<file path="config.mk">
export PLATFORM = sky130hd
export DESIGN_NAME = acb_mem_arbiter
export DESIGN_NICKNAME = d
export VERILOG_FILES = /design/src/rtl/acb_mem_arbiter_pkg.sv /design/src/rtl/acb_tag_fifo.sv /design/src/rtl/acb_mem_arbiter.sv
export SDC_FILE = /design/constraint.sdc
export NUM_CORES = 1
export LEC_CHECK = 0
export ABC_AREA = 0
export CAP_MARGIN = 20
export CORE_AREA = 3 3 184 186
export DETAILED_ROUTE_END_ITERATION = 8
export DIE_AREA = 0 0 187 189
export GPL_ROUTABILITY_DRIVEN = 0
export SLEW_MARGIN = 10
export SYNTH_ARGS = -nofsm -noshare
export SYNTH_HDL_FRONTEND = slang
export SYNTH_SLANG_ARGS = --single-unit
</file>
<file path="constraint.sdc">
create_clock -name clk -period 2.48 [get_ports clk]
set_clock_uncertainty 0.15 [all_clocks]
set_input_delay 0.744 -clock clk [delete_from_list [all_inputs] [get_ports clk]]
set_output_delay 0.744 -clock clk [all_outputs]
set_load 0.02 [all_outputs]
</file>
<file path="src/rtl/acb_mem_arbiter_pkg.sv">
// Shared ACB/AFB widths and types for the accelerator memory-port arbiter and its helpers.
package acb_mem_arbiter_pkg;

  localparam int unsigned ACB_REQ_W  = 110;
  localparam int unsigned ACB_RSP_W  = 65;
  localparam int unsigned AFB_ADDR_W = 36;
  localparam int unsigned AFB_DATA_W = 64;
  localparam int unsigned REQ_ID_W   = 2;

  typedef logic [REQ_ID_W-1:0]  req_id_t;
  typedef logic [ACB_REQ_W-1:0] acb_req_t;
  typedef logic [ACB_RSP_W-1:0] acb_rsp_t;

  function automatic int rr_next(input int g, input int n);
    return (g + 1 >= n) ? 0 : g + 1;
  endfunction

endpackage

</file>
<file path="src/rtl/acb_tag_fifo.sv">
// In-order tag FIFO: remembers which requester owns each outstanding memory request.
module acb_tag_fifo #(
  parameter int unsigned Depth = 4,
  parameter int unsigned Width = 2
) (
  input  logic                         clk_i,
  input  logic                         rst_ni,
  input  logic                         push_i,
  input  logic [Width-1:0]             wdata_i,
  input  logic                         pop_i,
  output logic [Width-1:0]             rdata_o,
  output logic [$clog2(Depth+1)-1:0]   count_o,
  output logic                         full_o,
  output logic                         empty_o
);

  localparam int unsigned PtrW = (Depth > 1) ? $clog2(Depth) : 1;
  localparam int unsigned CntW = $clog2(Depth + 1);

  logic [Width-1:0] mem_q [Depth];
  logic [PtrW-1:0]  wr_ptr_q, wr_ptr_d;
  logic [PtrW-1:0]  rd_ptr_q, rd_ptr_d;
  logic [CntW-1:0]  count_q, count_d;
  logic             push_ok, pop_ok;

  assign full_o  = (count_q == CntW'(Depth));
  assign empty_o = (count_q == '0);
  assign count_o = count_q;
  assign rdata_o = mem_q[rd_ptr_q];

  assign push_ok = push_i && !full_o;
  assign pop_ok  = pop_i && !empty_o;

  // Depth is a power of two, so pointers wrap by natural overflow.
  always_comb begin
    wr_ptr_d = push_ok ? wr_ptr_q + 1'b1 : wr_ptr_q;
    rd_ptr_d = pop_ok ? rd_ptr_q + 1'b1 : rd_ptr_q;
    count_d  = count_q;
    case ({push_ok, pop_ok})
      2'b10:   count_d = count_q + 1'b1;
      2'b01:   count_d = count_q - 1'b1;
      default: count_d = count_q;
    endcase
  end

  always_ff @(posedge clk_i or negedge rst_ni) begin
    if (!rst_ni) begin
      wr_ptr_q <= '0;
      rd_ptr_q <= '0;
      count_q  <= '0;
      for (int i = 0; i < int'(Depth); i++) begin
        mem_q[i] <= '0;
      end
    end else begin
      wr_ptr_q <= wr_ptr_d;
      rd_ptr_q <= rd_ptr_d;
      count_q  <= count_d;
      if (push_ok) begin
        mem_q[wr_ptr_q] <= wdata_i;
      end
    end
  end

endmodule

</file>
<file path="src/rtl/acb_mem_arbiter.sv">
// Round-robin arbiter sharing the ACB memory port among NUM_REQ requesters; responses return
// in order and are routed back to their originator through a tag FIFO.
module acb_mem_arbiter
  import acb_mem_arbiter_pkg::*;
#(
  parameter int NUM_REQ         = 2,
  parameter int MAX_OUTSTANDING = 4,
  parameter int TAG_W           = 2
) (
  input  logic                           clk,
  input  logic                           reset,
  input  logic [NUM_REQ-1:0]             req_write_req,
  output logic [NUM_REQ-1:0]             req_write_ack,
  input  logic [NUM_REQ*ACB_REQ_W-1:0]   req_write_data,
  input  logic [NUM_REQ-1:0]             rsp_read_req,
  output logic [NUM_REQ-1:0]             rsp_read_ack,
  output logic [ACB_RSP_W-1:0]           rsp_read_data,
  output logic [ACB_REQ_W-1:0]           ACB_ACCELERATOR_MEM_REQUEST_pipe_read_data,
  input  logic                           ACB_ACCELERATOR_MEM_REQUEST_pipe_read_req,
  output logic                           ACB_ACCELERATOR_MEM_REQUEST_pipe_read_ack,
  input  logic [ACB_RSP_W-1:0]           ACB_ACCELERATOR_MEM_RESPONSE_pipe_write_data,
  input  logic                           ACB_ACCELERATOR_MEM_RESPONSE_pipe_write_req,
  output logic                           ACB_ACCELERATOR_MEM_RESPONSE_pipe_write_ack,
  output logic                           busy,
  output logic                           orphan_err
);

  localparam int unsigned CntW = $clog2(MAX_OUTSTANDING + 1);

  logic             out_valid_q, out_valid_d;
  acb_req_t         out_data_q, out_data_d;
  logic [TAG_W-1:0] rr_q, rr_d;
  logic             orphan_q, orphan_d;

  logic             mem_drain, can_issue, grant_vld;
  logic [TAG_W-1:0] grant_id, head_id;
  acb_req_t         sel_data;
  logic [CntW-1:0]  fifo_count;
  logic             fifo_full, fifo_empty, fifo_pop;
  logic             rsp_vld;

  assign rsp_vld   = ACB_ACCELERATOR_MEM_RESPONSE_pipe_write_req;
  assign mem_drain = out_valid_q && ACB_ACCELERATOR_MEM_REQUEST_pipe_read_req;
  // The registered count is used so a slot freed by a pop only becomes usable next cycle.
  // Gating with reset keeps every ack low while reset is held.
  assign can_issue = reset && (!out_valid_q || mem_drain) && !fifo_full;

  always_comb begin
    grant_vld     = 1'b0;
    grant_id      = '0;
    sel_data      = '0;
    req_write_ack = '0;
    for (int k = 0; k < NUM_REQ; k++) begin
      for (int i = 0; i < NUM_REQ; i++) begin
        if (i == (int'(rr_q) + k) % NUM_REQ && can_issue && !grant_vld && req_write_req[i]) begin
          grant_vld        = 1'b1;
          grant_id         = TAG_W'(i);
          sel_data         = req_write_data[i*ACB_REQ_W +: ACB_REQ_W];
          req_write_ack[i] = 1'b1;
        end
      end
    end
  end

  acb_tag_fifo #(
    .Depth (MAX_OUTSTANDING),
    .Width (TAG_W)
  ) u_tag_fifo (
    .clk_i   (clk),
    .rst_ni  (reset),
    .push_i  (grant_vld),
    .wdata_i (grant_id),
    .pop_i   (fifo_pop),
    .rdata_o (head_id),
    .count_o (fifo_count),
    .full_o  (fifo_full),
    .empty_o (fifo_empty)
  );

  always_comb begin
    rsp_read_ack = '0;
    ACB_ACCELERATOR_MEM_RESPONSE_pipe_write_ack = 1'b0;
    if (!fifo_empty) begin
      for (int i = 0; i < NUM_REQ; i++) begin
        if (head_id == TAG_W'(i)) begin
          rsp_read_ack[i] = rsp_vld;
          ACB_ACCELERATOR_MEM_RESPONSE_pipe_write_ack = rsp_read_req[i];
        end
      end
    end
  end

  assign fifo_pop      = rsp_vld && ACB_ACCELERATOR_MEM_RESPONSE_pipe_write_ack;
  assign rsp_read_data = ACB_ACCELERATOR_MEM_RESPONSE_pipe_write_data;

  always_comb begin
    out_valid_d = out_valid_q;
    out_data_d  = out_data_q;
    if (grant_vld) begin
      out_valid_d = 1'b1;
      out_data_d  = sel_data;
    end else if (mem_drain) begin
      out_valid_d = 1'b0;
    end
    rr_d     = grant_vld ? TAG_W'(rr_next(int'(grant_id), NUM_REQ)) : rr_q;
    orphan_d = orphan_q || (rsp_vld && fifo_empty);
  end

  always_ff @(posedge clk or negedge reset) begin
    if (!reset) begin
      out_valid_q <= 1'b0;
      out_data_q  <= '0;
      rr_q        <= '0;
      orphan_q    <= 1'b0;
    end else begin
      out_valid_q <= out_valid_d;
      out_data_q  <= out_data_d;
      rr_q        <= rr_d;
      orphan_q    <= orphan_d;
    end
  end

  assign ACB_ACCELERATOR_MEM_REQUEST_pipe_read_ack  = out_valid_q;
  assign ACB_ACCELERATOR_MEM_REQUEST_pipe_read_data = out_data_q;
  assign busy       = out_valid_q || (fifo_count != '0);
  assign orphan_err = orphan_q;

endmodule

</file>
======== Word-level counts from Yosys, hierarchy flattened ========
Cells that the tools add are included.
storage, ports and cells
  register bits after elaboration ......... 128
  bits in latches ......................... 0
  bits in writable memories ............... 0
  memory bits (read-only) ................. 0
  input bits .............................. 293
  word-level logic and storage cells ...... 94
  memories ................................ 0
cells by class
  add/sub/neg operators ................... 6
  multipliers ............................. 0
  divide/modulo/power cells ............... 0
  magnitude comparators ................... 4
  eq/ne operators ......................... 5
  shift operators ......................... 0
  multiplexer cells ....................... 30
  bitwise gates (word level) .............. 3
  reduce and logical (&&, ||, !) cells .... 35
operator list
  kind                                                  number
  2-to-1 mux 110 bit                                    4
  logical NOT 32 bit                                    2
  logical AND 1 bit                                     19
  2-to-1 mux 1 bit                                      16
  2-to-1 mux 2 bit                                      6
  bitwise mux 8 bit                                     1
  >= comparator 3 bit (second input constant)           2
  logical NOT 1 bit                                     6
  NOT 2 -> 3 bit                                        2
  one-hot mux 3 bit (2 select lines)                    1
  adder 2 x 1 -> 2 bit (second input constant)          2
  binary-select mux 2 bit (select 2 bit)                1
  demux 2 bit (select 2 bit)                            1
  == test 2 x 1 -> 1 bit (second input constant)        2
  nonzero test 2 bit                                    2
  adder 2 x 1 -> 3 bit (second input constant)          1
  adder 3 x 1 -> 3 bit (second input constant)          1
  == test 3 bit (second input constant)                 1
  >= comparator 3 x 2 -> 1 bit (second input constant)  1
  logical NOT 3 bit                                     1
  logical OR 1 bit                                      3
  < comparator 3 x 1 -> 1 bit (second input constant)   1
  nonzero test 3 bit                                    1
  subtractor 3 x 1 -> 3 bit (second input constant)     1
  other kinds (5)                                       5

======== Logic depth before layout (Yosys ltp) ========
Gate-level depths: netlist (run 1).
  depth in word-level cells ............... 22
  mapped depth ............................ 10
  gate-level depth less buffers ........... 10

======== Cells and area by module ========
From an unflattened synthesis (run 1), not the netlist that was laid out.
unflattened totals
  cells, all modules ...................... 957
  area, all modules ....................... 8468.1 µm²
modules (own cells, without submodules)
  module           times used  cells an instance  area an instance (µm²)  sequential area each (µm²)
  acb_mem_arbiter  1           899                7697.4                  2827.7
  acb_tag_fifo     1           58                 770.7                   375.4

======== Worst setup path before layout (run 1) ========
No wires, ideal clock.
  path type ............................... input -> register
  from .................................... input ACB_ACCELERATOR_MEM_REQUEST_pipe_read_req
  to ...................................... register u_tag_fifo.count_q[2], in the netlist u_tag_fifo.count_o[2]
  library setup time ...................... 0.079 ns
  data arrival time ....................... 2.475 ns
  data required time ...................... 2.251 ns
  path slack .............................. -0.225 ns
  stages .................................. 10
  path through ............................ nor2b_1 nor4b_4 inv_2 clkbuf_1 ha_1 inv_1 fa_1 xor2_1 nor2_1 xor2_1
on the way
  longest elaborated chain between the ends .. 22
  elaborated cells between the ends (all ways) .. 27
  those cells by class .................... 2 x eq/ne; 5 x mux; 20 x reduce/logical
RTL lines
  element                                                                   RTL line               text
  start: declaration                                                        acb_mem_arbiter.sv:19  input logic ACB_ACCELERATOR_MEM_REQUEST_pipe_read_req,
  logical AND 1 bit (*)                                                     acb_mem_arbiter.sv:43  assign mem_drain = out_valid_q && ACB_ACCELERATOR_MEM_REQUEST_pipe_read_req;
  logical OR 1 bit (*)                                                      acb_mem_arbiter.sv:46  assign can_issue = reset && (!out_valid_q || mem_drain) && !fifo_full;
  logical AND 1 bit (*) (2 in series)                                       acb_mem_arbiter.sv:46
  logical AND 1 bit (2 in series)                                           acb_mem_arbiter.sv:55  if (i == (int'(rr_q) + k) % NUM_REQ && can_issue && !grant_vld && req_write_req[i]) begin
  2-to-1 mux 1 bit                                                          acb_mem_arbiter.sv:55
  logical NOT 1 bit                                                         acb_mem_arbiter.sv:55
  logical AND 1 bit (2 in series)                                           acb_mem_arbiter.sv:55
  2-to-1 mux 1 bit                                                          acb_mem_arbiter.sv:55
  logical NOT 1 bit                                                         acb_mem_arbiter.sv:55
  logical AND 1 bit (2 in series)                                           acb_mem_arbiter.sv:55
  2-to-1 mux 1 bit                                                          acb_mem_arbiter.sv:55
  logical NOT 1 bit                                                         acb_mem_arbiter.sv:55
  logical AND 1 bit (2 in series)                                           acb_mem_arbiter.sv:55
  2-to-1 mux 1 bit (*)                                                      acb_mem_arbiter.sv:55
  logical AND 1 bit (*)                                                     acb_tag_fifo.sv:31     assign push_ok = push_i && !full_o;
  == test 2 x 1 -> 1 bit or == test 2 bit (tied branches)                   acb_tag_fifo.sv:39     case ({push_ok, pop_ok})
  one-hot mux 3 bit (2 select lines) or nonzero test 2 bit (tied branches)  --
  end signal: assignment                                                    acb_tag_fifo.sv:57     count_q <= count_d;
  end: declaration                                                          acb_tag_fifo.sv:23     logic [CntW-1:0] count_q, count_d;
Mark *: on every way between the ends. The rest lies on a longest branch, timed or not.
A chain may end at the register's enable or synchronous reset.

======== Worst setup path in the final report (run 1) ========
  from .................................... register u_tag_fifo.rd_ptr_q[1]
  to ...................................... output ACB_ACCELERATOR_MEM_RESPONSE_pipe_write_ack
on the way
  longest elaborated chain between the ends .. 8
  elaborated cells between the ends (all ways) .. 9
  those cells by class .................... 1 x eq/ne; 6 x mux; 1 x bitwise; 1 x reduce/logical
RTL lines
  element                                                   RTL line               text
  start: declaration                                        acb_tag_fifo.sv:22     logic [PtrW-1:0] rd_ptr_q, rd_ptr_d;
  start signal: assignment                                  acb_tag_fifo.sv:56     rd_ptr_q <= rd_ptr_d;
  NOT 2 -> 3 bit (not written as such) (*)                  acb_tag_fifo.sv:29     assign rdata_o = mem_q[rd_ptr_q];
  binary-select mux 2 bit (select 2 bit) (*)                acb_tag_fifo.sv:29
  2-to-1 mux 2 bit (not written as such) (*) (2 in series)  acb_tag_fifo.sv:29
  logical NOT 2 bit                                         acb_mem_arbiter.sv:85  if (head_id == TAG_W'(i)) begin
  2-to-1 mux 1 bit                                          acb_mem_arbiter.sv:85
  2-to-1 mux 1 bit (*)                                      acb_mem_arbiter.sv:85
  2-to-1 mux 1 bit (*)                                      acb_mem_arbiter.sv:83  if (!fifo_empty) begin
  end: declaration                                          acb_mem_arbiter.sv:23  output logic ACB_ACCELERATOR_MEM_RESPONSE_pipe_write_ack,
Mark *: on every way between the ends. The rest lies on a longest branch, timed or not. The select of a mux whose other input is x is not followed.

==> parameters.txt, run 1 <==
Parameter                              Value

Outcome
  Failing checks    negative setup slack
  Outcome    finished, violations left

Synth
  Per-instance average area after synthesis    11.98 um2
  Synth Cell Area    0.006052 mm2
  Synthesis Warnings    0
  Sequential area share after synthesis    approximately 51%
  Cell count after synthesis    505
  Synthesized net count    around 800
  Netlist cell types    30
  Register bit count reported by yosys    124

Die
  Core area    0.03245 mm2
  Starting utilization of the core area    18.65%
  DIE AREA    0.03534 mm2
  I/O pin count    476
  Die height    approximately 190 um
  Placement Rows    66
  Die Span X    187 um

Layout
  Commonest cells after routing, fill and taps aside    335 x clkdlybuf4s50_1, 123 x dfrtp_1, 110 x and2_1, 110 x a221o_1, 31 x buf_4
  Count of fill cells added during filler insertion    3316
  Share of layout cells above drive strength 1    roughly 11%
  Non-filler instance count after layout    1253
  Synthesis-to-finish area growth    69.26%
  Total number of nets in the final design    ~1100
  Finished Core Util    31.56%
  Most common library cell in the layout ignoring fill and taps    clkdlybuf4s50_1
  Ant. Diodes    0

Power and ir drop
  Power share of the combinational group    48.1%
  Power share of the clock group    20.7%
  Sequential cell fraction of total power    around 31%
  Net switching fraction of the power    35.43%
  Internal power    7.614 mW
  Net switching component of the power    4.178 mW
  Leak    approximately 4.2 nW
  Worst vdd rail ir drop    0.0005021 V
  Power Dens Cells    1151 mW/mm2

Timing
  Setup-failing EPs final    5
  Final worst slack    -0.2225 ns
  Total count of max-transition violations in the final report    0
  Number of endpoints with negative hold slack in the final report    0
  Setup TNS    -0.4256 ns
  Normalized max-slew margin    48.72%
  Final worst-path cycle share    109.0%
  RSZ-0062 raised after global routing    true
  Final period demand of the worst path    2.702 ns
  Upper clock frequency limit    370.0 MHz
  Tightest Pin Transition    0.7692 ns

GRT
  Antenna violations before repair    0
  Global-route layer with the greatest usage    met2
  GRT met2 Usage    approximately 20%
  Final global-route overflow total    0
  Global-route wire length before repair    between 30000 and 40000 um
  Maximum number of pins on one net before global-route repair    112
  Vias in the first global route    5482
  Met3 usage in global routing    between 3 and 4%
  Combined global-route utilization of all metal layers    approximately an eighth
  GRT met1 Usage    13.95%

Critical path
  Crit end category    primary output
  Type of origin of the critical path    flop
  WS Path Type    reg2out
  WP data arrival    between 1.5 and 2 ns
  Maximum fanout encountered on the critical timing path    3
  Critical path data required time    around 1.6 ns

Route
  Pre-Repair DR Iteration Count    4
  Detailed-route via count    5101
  Count of nets left with antenna violations after detail routing    0
  Starting DRT DRC Count    219
  Per-cell via count in the routed design    ~4
  Total wire length    21060 um
  Total DRC errors in the routed layout    0
  Detail-routed net length per standard cell    approximately 17 um

Flow run
  Count of max-cap constraint violations    0

Clocking
  TritonCTS clock tree    yes
  Cts-stage hold buffer count    0
  Number of CTS-inserted buffers    17
  Master cell of the clock root buffer    clkbuf_16
  Clock sink count    124
  Max H-tree Level    4
  Insertion delay of the later-clocked pin in the worst-skew pair    0.41 ns
  Maximum count of clock buffers along a single path    2
  Clock transition at the registers of the reported paths    0.06 ns

Hold path
  Path category of the worst min-delay check    in2async

Placed design
  Count of buffers from port buffering    345
  Post-Place Worst Slack    -0.7433 ns
  Total half-perimeter wirelength after legalization and detailed placement    15280 um
  Cell count after placement    1217
==> path summary, 6_finish.rpt <==
check                                       start                                             end  slack, ns  cells after the start
max reg2reg                u_tag_fifo.rd_ptr_q[1]                           u_tag_fifo.count_o[2]      -0.15                     13
max in group asynchronous                   reset  ACB_ACCELERATOR_MEM_REQUEST_pipe_read_data[60]       0.99                      3
min                                         reset                           u_tag_fifo.count_o[0]       0.14                      2
min reg2reg                            orphan_err                                      orphan_err       0.31                      1
min in group clk                       orphan_err                                      orphan_err       0.31                      1
max                        u_tag_fifo.rd_ptr_q[1]     ACB_ACCELERATOR_MEM_RESPONSE_pipe_write_ack      -0.22                      6
==> synthesized netlist by cell type <==
cell | count | share of area (%)
buf_4 | 66 | 8.2
nor2_1 | 8 | 0.50
xor2_1 | 3 | 0.43
clkbuf_1 | 22 | 1.4
and4bb_2 | 1 | 0.21
mux2_2 | 4 | 0.74
a21o_1 | 1 | 0.12
inv_1 | 6 | 0.37
nor3b_1 | 2 | 0.25
buf_2 | 5 | 0.41
nor4b_4 | 1 | 0.39
inv_2 | 1 | 0.062
buf_6 | 9 | 1.7
nor3_1 | 1 | 0.083
o31ai_1 | 1 | 0.12
fa_1 | 1 | 0.33
nand2_1 | 5 | 0.31
nand2b_1 | 3 | 0.31
or2_2 | 1 | 0.10
dfrtp_1 | 124 | 51
a21boi_0 | 1 | 0.12
xnor2_1 | 2 | 0.29
nor2b_1 | 1 | 0.10
o21ai_0 | 2 | 0.17
a221o_1 | 110 | 18
and2_1 | 110 | 11
ha_1 | 5 | 1.0
nor3b_2 | 1 | 0.21
mux2i_1 | 7 | 1.2
and3_1 | 1 | 0.10
==> power by group through the flow <==
| stage | registers, mW | logic [mW] | clock network (mW) |
|---|---|---|---|
| final | 3.68 | 5.67 | 2.44 |
| after global routing | 3.83 | 6.02 | 2.63 |
| after CTS | 3.69 | 5.67 | 2.56 |
| after detailed placement | 3.68 | 5.60 | 0 |
| after global placement | 3.67 | 5.55 | 0 |
| after floorplan | 4.72 | 1.76 | 0 |
==> metal layers <==
| layer | vias up | routed length, um |
|---|---|---|
| met5 | - | 0 |
| met4 | 0 | 345 |
| met3 | 27 | 1366 |
| met2 | 244 | 10580 |
| met1 | 2450 | 8768 |
| li1 | 2380 | - |
==> through the flow <==
step / hold slack [ns] / total power, mW / area [um2]
2_1_floorplan: 0.2984 / 6.479 / 6057
3_3_place_gp: 0.2931 / 9.227 / 9570
3_5_place_dp: 0.2989 / 9.279 / 9570
4_1_cts: 0.1090 / 11.92 / 10170
5_1_grt: 0.1235 / 12.48 / 10240
6_report: 0.1415 / 11.79 / 10240
==> area by class of cell <==
type                       instances  area [um2]  area share (%)
tap                              442       553.0           5.399
inverter                           7       27.53          0.2687
clock buffer                      23       467.9           4.568
sequential                       124        3104           30.30
clock inverter                     8       92.59          0.9039
multi-input combinational        272        2302           22.47
timing repair buffer             377        3696           36.08
==> repair_timing <==
action | CTS | global route
setup endpoints to repair | 117 | 97
cloned | 0 | 0
pin swaps | 7 | 4
resized for setup | 43 | 16
buffers inserted | 2 | 3
==> state kept, by name, summed over array words and instances (netlist names) <==
register                                    flops
ACB_ACCELERATOR_MEM_REQUEST_pipe_read_ack       1
ACB_ACCELERATOR_MEM_REQUEST_pipe_read_data    110
orphan_err                                      1
rr_q                                            1
u_tag_fifo.count_o                              3
u_tag_fifo.mem_q                                4
u_tag_fifo.rd_ptr_q                             2
u_tag_fifo.wr_ptr_q                             2
==> critical path, stage by stage, from the launching register on <==
cell	delay [ns]
dfrtp_1	0.42
mux2i_2	0.18
mux2i_1	0.20
buf_4	0.16
mux2i_4	0.22
nor2_1	0.06
buf_4	0.15
==> logic make-up (layout without fill, tap and decap cells) <==
logic type	Yosys count	count (layout)	synth area share (%)
adder cells (fa/ha/maj)	6	6	1.364
XOR/XNOR	5	5	0.7237
flip-flops	124	124	51.27
multiplexers	11	11	1.902
AND/OR/NAND/NOR	135	135	13.93
buffers and inverters	109	415	12.07
AO/OA/AOI/OAI	115	115	18.73
Note: power is estimated with default switching activity, not from simulation.
==> run 2: changes to the inputs <==
ABC_AREA = 1   (was 0)
CORE_AREA = 3 3 182 184   (was 3 3 184 186)
DIE_AREA = 0 0 185 187   (was 0 0 187 189)
==> run 2 against run 1 <==
Net effect:
- combinational power grew 2%
- largest cell class unchanged
- the run now ends clean
- register-to-register slack better by 0.35 ns
- flip-flop and latch count stayed put
- utilization increased by 0.74 points
- die area fell by 2.1%
- routed wire length rose by 8.7%
==> parameters.txt, run 2 <==
Parameter                              Value

Die
  Core area    0.03156 mm2
  I/O pin count    476
  Die height    187 um
  Placement Rows    65
  DIE AREA    between 0.03 and 0.04 mm2
  Starting utilization of the core area    between 15 and 20%
  Die Span X    185 um

Placed design
  Total half-perimeter wirelength after legalization and detailed placement    17300 um
  Count of buffers from port buffering    345
  Placed Area    0.009540 mm2
  Post-Place Worst Slack    -0.7801 ns

Layout
  Total number of nets in the final design    1340
  Most common library cell in the layout ignoring fill and taps    nand2_1
  Area occupied by multi-input gates    0.002248 mm2
  Ant. Diodes    0
  Max reg flops    110
  Area taken by flip-flops and latches    slightly above 0.003 mm2
  Final non-filler cell area    around 0.010 mm2
  Commonest cells after routing, fill and taps aside    354 x nand2_1, 330 x clkdlybuf4s50_1, 124 x dfrtp_1
  Count of fill cells added during filler insertion    3316
  Share of layout cells above drive strength 1    8.754%
  Synthesis-to-finish area growth    67.61%

Route
  Per-cell via count in the routed design    around 4.0
  Total wire length    22900 um
  Detail-routed net length per standard cell    approximately 16 um
  Count of nets left with antenna violations after detail routing    0
  Pre-Repair DR Iteration Count    4
  Starting DRT DRC Count    205
  Total DRC errors in the routed layout    0
  Detailed-route via count    approximately 5900

GRT
  Vias in the first global route    5959
  Antenna violations before repair    0
  Global-route wire length before repair    34200 um
  Final global-route overflow total    0
  Maximum number of pins on one net before global-route repair    65
  Combined global-route utilization of all metal layers    12.90%

Timing
  Final worst slack    0.05961 ns
  Number of endpoints with negative hold slack in the final report    0
  Normalized max-slew margin    between 40% and 50%
  Upper clock frequency limit    roughly 410 MHz
  Final worst-path cycle share    97.60%
  Hold_ws    0.3278 ns
  Total count of max-transition violations in the final report    0
  Setup-failing EPs final    0
  RSZ-0062 raised after global routing    true
  Tightest Pin Transition    roughly 0.85 ns
  Final period demand of the worst path    2.420 ns

Synth
  Cell accounting for the most synthesized area    dfrtp_1
  Synthesized-area fraction occupied by ao, oa, aoi and oai cells    1.214%
  Cell count after synthesis    ~750
  Per-instance average area after synthesis    8.140 um2
  Synth Area in Adders    approximately 1.4%
  Synthesized-area fraction occupied by and/or/nand/nor cells    32.84%
  Netlist cell types    24
  Largest family of logic cells by synthesized area    simple AND/OR/NAND/NOR gates
  Post-synth top area share    about half
  Xor/xnor cell area share of the yosys netlist    less than 1%
  Async SR Flop Fraction    100.0%
  Share of cell area taken by muxes after synthesis    0%
  Register bit count reported by yosys    124
  Sequential area share after synthesis    51.03%
  Synth Cell Area    0.006081 mm2
  Synthesized net count    ~1000
  Top cells by area, synth    dfrtp_1 51%, nand2_1 22%, nand3_1 9.4%, buf_4 8.3%, buf_2 1.8%
  Number of enable flip-flop cells after synthesis    0
  Post-synth top cells    356 x nand2_1, 124 x dfrtp_1, 114 x nand3_1, 67 x buf_4, 22 x buf_2
  Most used flip-flop cell after synthesis    dfrtp_1
  Most frequent cell after synthesis    nand2_1
  Synthesis Warnings    0

Clocking
  Clock transition at the registers of the reported paths    0.05 ns
  Maximum count of clock buffers along a single path    2
  Master cell of the clock root buffer    clkbuf_16
  Number of CTS-inserted buffers    17
  Max H-tree Level    4
  TritonCTS clock tree    yes
  Cts-stage hold buffer count    0
  Clock sink count    124
  Insertion delay of the later-clocked pin in the worst-skew pair    0.42 ns

Critical path
  Capture instance of the worst register-to-register path    u_tag_fifo.count_o[2]
  Setup slack of the worst register-to-register path    0.20 ns
  Start point of the critical path    ACB_ACCELERATOR_MEM_REQUEST_pipe_read_req
  WP data arrival    1.53 ns
  Critical path data required time    1.59 ns
  Crit end category    primary output
  Type of origin of the critical path    input pin
  Worst reg2reg startpoint    u_tag_fifo.count_o[1]
  Maximum fanout encountered on the critical timing path    2
  WS Path Type    in2out
  Number of cells on the worst reg-to-reg path    14

Flow run
  Count of max-cap constraint violations    0

Power and ir drop
  Net switching fraction of the power    between 30% and 40%
  Total power    ~12 mW
  Sequential cell fraction of total power    30.4%
  Leak    around 4.5 nW
  Internal power    7.322 mW
  Power share of the combinational group    approximately 48%
  Power Dens Cells    1174 mW/mm2
  Worst vdd rail ir drop    roughly 0.00048 V
  Power share of the clock group    between 20% and 30%
  Net switching component of the power    4.649 mW

Hold path
  Path category of the worst min-delay check    reg2reg
  Destination of the worst hold path    ACB_ACCELERATOR_MEM_REQUEST_pipe_read_data[104]
  Beginning of the worst hold path    ACB_ACCELERATOR_MEM_REQUEST_pipe_read_data[104]
  Number of stages on the worst hold path    2

Outcome
  Outcome    completed
-- run 2: changes by cell type in the layout (fill, tap and decap cells not counted), moves of 5 or more --
cell	delta
mux2i_1	-5
nand2_1	+349
o21ai_0	+5
nand3_1	+112
a221o_1	-110
clkdlybuf4s50_1	-5
and2_1	-110
-- run 2: cells by family (layout without fill, tap and decap cells) --
kind of cell / Yosys count / count (layout)
flops: 124 / 124
buf+inv: 118 / 422
compound gates: 13 / 13
fa+ha+maj: 6 / 6
xor+xnor: 4 / 4
simple gates: 482 / 482
-- run 2: power by group through the flow --
stage                     clock network (mW)  registers, mW  logic (mW)
after floorplan                            0           4.63        1.90
after global placement                     0           3.60        5.76
after detailed placement                   0           3.64        5.80
after CTS                               2.64           3.64        5.83
after global routing                    2.72           3.77        6.30
final                                   2.54           3.64        5.80
-- run 2: worst max-delay path: stages --
cell and delay, ns:
dlygate4sd2_1 0.24, inv_2 0.06, a21boi_4 0.18, nand3_2 0.11
clkinv_2 0.07, buf_6 0.11
-- run 2: cell type report --
cell class	instances	area share [%]
multi-input combinational	505	22.06
timing repair buffer	376	36.19
clock inverter	8	1.166
tap	402	4.935
clock buffer	21	4.518
inverter	17	0.6875
sequential	124	30.44
-- run 2: metal layers --
layer	part of all wire (%)	vias up	track usage [%]
met5	0	-	0
met4	4.2	0	7.128
met3	9.4	61	5.154
met2	48	259	21.71
met1	38	2671	13.70
li1	-	2869	-
-- run 2: metrics by stage --
step / cells / TNS (ns) / util, %
after floorplan: 747 / 0 / -
after global placement: 1422 / -75.27 / 30.23
after detailed placement: 1422 / -73.18 / 30.23
after CTS: 1452 / 0 / 32.14
after global routing: 1453 / -0.04406 / 32.30
final: 1453 / 0 / 32.30
-- run 2: worst max path at each step --
stage / endpoint / cells after the start
2_1_floorplan: u_tag_fifo.count_o[2] / 11
3_3_place_gp: req_write_ack[0] / 6
3_5_place_dp: req_write_ack[0] / 6
4_1_cts: ACB_ACCELERATOR_MEM_REQUEST_pipe_read_ack / 2
5_1_grt: ACB_ACCELERATOR_MEM_RESPONSE_pipe_write_ack / 7
6_report: req_write_ack[0] / 6
-- run 2: timing repair --
action                     CTS  global route
pin swaps                    2             6
setup endpoints to repair   79             8
setup buffers                1             1
gates resized for setup     51            14
==> run 3: changes to the inputs <==
ABC_AREA = default   (was 1)
CORE_AREA = 3 3 184 186   (was 3 3 182 184)
DIE_AREA = 0 0 187 189   (was 0 0 185 187)
SETUP_SLACK_MARGIN = 0.5   (was default)
==> run 3 against run 2 <==
Net effect:
- the run now ends with negative setup slack left
- largest power group unchanged
- critical endpoint is now ACB_ACCELERATOR_MEM_RESPONSE_pipe_write_ack
- sequential power about the same
- first-iteration DRC count decreased by 5.4%
- worst hold slack got worse by 0.22 ns
- routed wire length increased by 13%
- via count decreased by 6.2%
- utilization increased by 2.3 points
- count of clock-buffer cells in the layout decreased by 2
- critical path type is now reg2out
- final area increased by 10%
==> parameters.txt, run 3 (synthesis results as in run 1) <==
Parameter                              Value

Route
  Total DRC errors in the routed layout    0
  Per-cell via count in the routed design    4.226
  Count of nets left with antenna violations after detail routing    0
  Starting DRT DRC Count    between 150 and 200
  Total wire length    25910 um
  Pre-Repair DR Iteration Count    6
  Detail-routed net length per standard cell    approximately 20 um
  Detailed-route via count    5498

Die
  Core area    0.03245 mm2
  Die Span X    187 um
  I/O pin count    between 400 and 500
  Placement Rows    66
  Starting utilization of the core area    18.65%
  DIE AREA    between 0.03 and 0.04 mm2
  Die height    189 um

GRT
  Antenna violations before repair    0
  Combined global-route utilization of all metal layers    between 10% and 20%
  Final global-route overflow total    0
  Maximum number of pins on one net before global-route repair    63
  Global-route wire length before repair    36820 um
  Vias in the first global route    ~6000

Critical path
  Maximum fanout encountered on the critical timing path    3
  Capture instance of the worst register-to-register path    u_tag_fifo.count_o[2]
  Crit end category    primary output
  Start point of the critical path    u_tag_fifo.rd_ptr_q[1]
  Number of cells on the worst reg-to-reg path    11
  WP data arrival    1.82 ns
  Setup slack of the worst register-to-register path    -0.02 ns
  Worst reg2reg startpoint    u_tag_fifo.rd_ptr_q[1]
  WS Path Type    reg2out
  Critical path data required time    approximately 1.6 ns
  Type of origin of the critical path    flop

Timing
  RSZ-0062 raised after global routing    true
  Final worst-path cycle share    109.3%
  Normalized max-slew margin    50.40%
  Number of endpoints with negative hold slack in the final report    0
  Total count of max-transition violations in the final report    0
  Final period demand of the worst path    2.710 ns
  Setup-failing EPs final    4
  Upper clock frequency limit    369.0 MHz
  Setup TNS    -0.6386 ns
  Final worst slack    -0.2300 ns
  Tightest Pin Transition    0.7440 ns

Power and ir drop
  Total power    12.50 mW
  Power Dens Cells    1111 mW/mm2
  Leak    a little over 5 nW
  Worst vdd rail ir drop    0.0005198 V

Placed design
  Placed Area    0.009648 mm2
  Total half-perimeter wirelength after legalization and detailed placement    15140 um
  Count of buffers from port buffering    345

Clocking
  Insertion delay of the later-clocked pin in the worst-skew pair    between 0.4 and 0.5 ns
  Max H-tree Level    4
  TritonCTS clock tree    yes
  Number of CTS-inserted buffers    17
  Maximum count of clock buffers along a single path    2
  Clock transition at the registers of the reported paths    0.07 ns
  Clock sink count    124
  Master cell of the clock root buffer    clkbuf_16

Layout
  Synthesis-to-finish area growth    85.78%
  Most common library cell in the layout ignoring fill and taps    clkdlybuf4s50_1
  Max reg flops    110
  Share of layout cells above drive strength 1    40.63%
  Ant. Diodes    0
  Commonest cells after routing, fill and taps aside    223 x clkdlybuf4s50_1, 121 x dfrtp_1, 110 x a221o_1, 110 x buf_2, 82 x and2_4
  Final non-filler cell area    ~0.011 mm2
  Total number of nets in the final design    between 1000 and 1500

Outcome
  Failing checks    negative setup slack
  Outcome    finished, violations left

Flow run
  Count of max-cap constraint violations    0

Hold path
  Path category of the worst min-delay check    in2async
## run 3: cell count changes in the layout (fill, tap and decap cells not counted), sizes merged, moves of 7 or more
| cell | before | now |
|---|---|---|
| nand2 | 357 | 5 |
| buf | 39 | 192 |
| nand3 | 117 | 0 |
| a221o | 0 | 110 |
| and2 | 0 | 110 |
| clkdlybuf4s50 | 330 | 223 |
| mux2i | 0 | 7 |
| o21ai | 9 | 2 |
## run 3: area by class of cell
type | count | area, um2
timing repair buffer | 424 | 4320
inverter | 7 | 27.53
multi-input combinational | 272 | 2570
fill | 3253 | 21210
tap | 442 | 553.0
clock buffer | 19 | 452.9
clock inverter | 13 | 212.7
sequential | 124 | 3107
## run 3: worst max-delay path: stages, from the launching register on
cell,delay (ns)
dfrtp_2,0.44
mux2i_2,0.17
mux2i_2,0.23
mux2i_2,0.35
nor2_2,0.06
buf_6,0.13
## run 3: per-layer routing
metal  global-route usage, %  wire length, um  vias to the layer above
li1                        -                -                     2491
met1                   16.50            10750                     2715
met2                   23.95            13010                      252
met3                   3.833             1462                       40
met4                   5.816              686                        0
met5                       0                0                        -
## run 3: stage by stage
step / hold slack, ns / cells / setup WS, ns / util [%]
2_1_floorplan: 0.2984 / 505 / 0.05800 / -
3_3_place_gp: 0.2972 / 1218 / -0.7842 / 29.73
3_5_place_dp: 0.3019 / 1218 / -0.7747 / 29.73
6_report: 0.1127 / 1301 / -0.2300 / 34.64
5_1_grt: 0.09508 / 1301 / -0.3518 / 34.64
4_1_cts: 0.07627 / 1291 / -0.2889 / 33.88
## run 3: where the power goes
| group | internal (mW) | leakage [nW] | switching, mW |
|---|---|---|---|
| combinational | 3.01 | 3.21 | 2.98 |
| clock | 1.84 | 0.316 | 0.994 |
| sequential | 3.03 | 1.53 | 0.631 |
## run 3: worst max path at each step
stage                                                        to  slack [ns]  depth (start not counted)
floorplan                                 u_tag_fifo.count_o[2]        0.06                         10
global placement                               req_write_ack[1]       -0.78                          5
detailed placement                             req_write_ack[1]       -0.77                          5
CTS                                             rsp_read_ack[0]       -0.29                          7
global route        ACB_ACCELERATOR_MEM_RESPONSE_pipe_write_ack       -0.35                          5
finish              ACB_ACCELERATOR_MEM_RESPONSE_pipe_write_ack       -0.23                          5
## run 3: what timing repair did
| action | in CTS | in global routing |
|---|---|---|
| pin swaps | 153 | 30 |
| resized for setup | 640 | 29 |
| endpoints found under the hold margin | 0 | 0 |
| hold buffers | 0 | 0 |
| gates cloned | 21 | 6 |
| endpoints found under the setup margin | 236 | 129 |
| setup buffers | 20 | 4 |
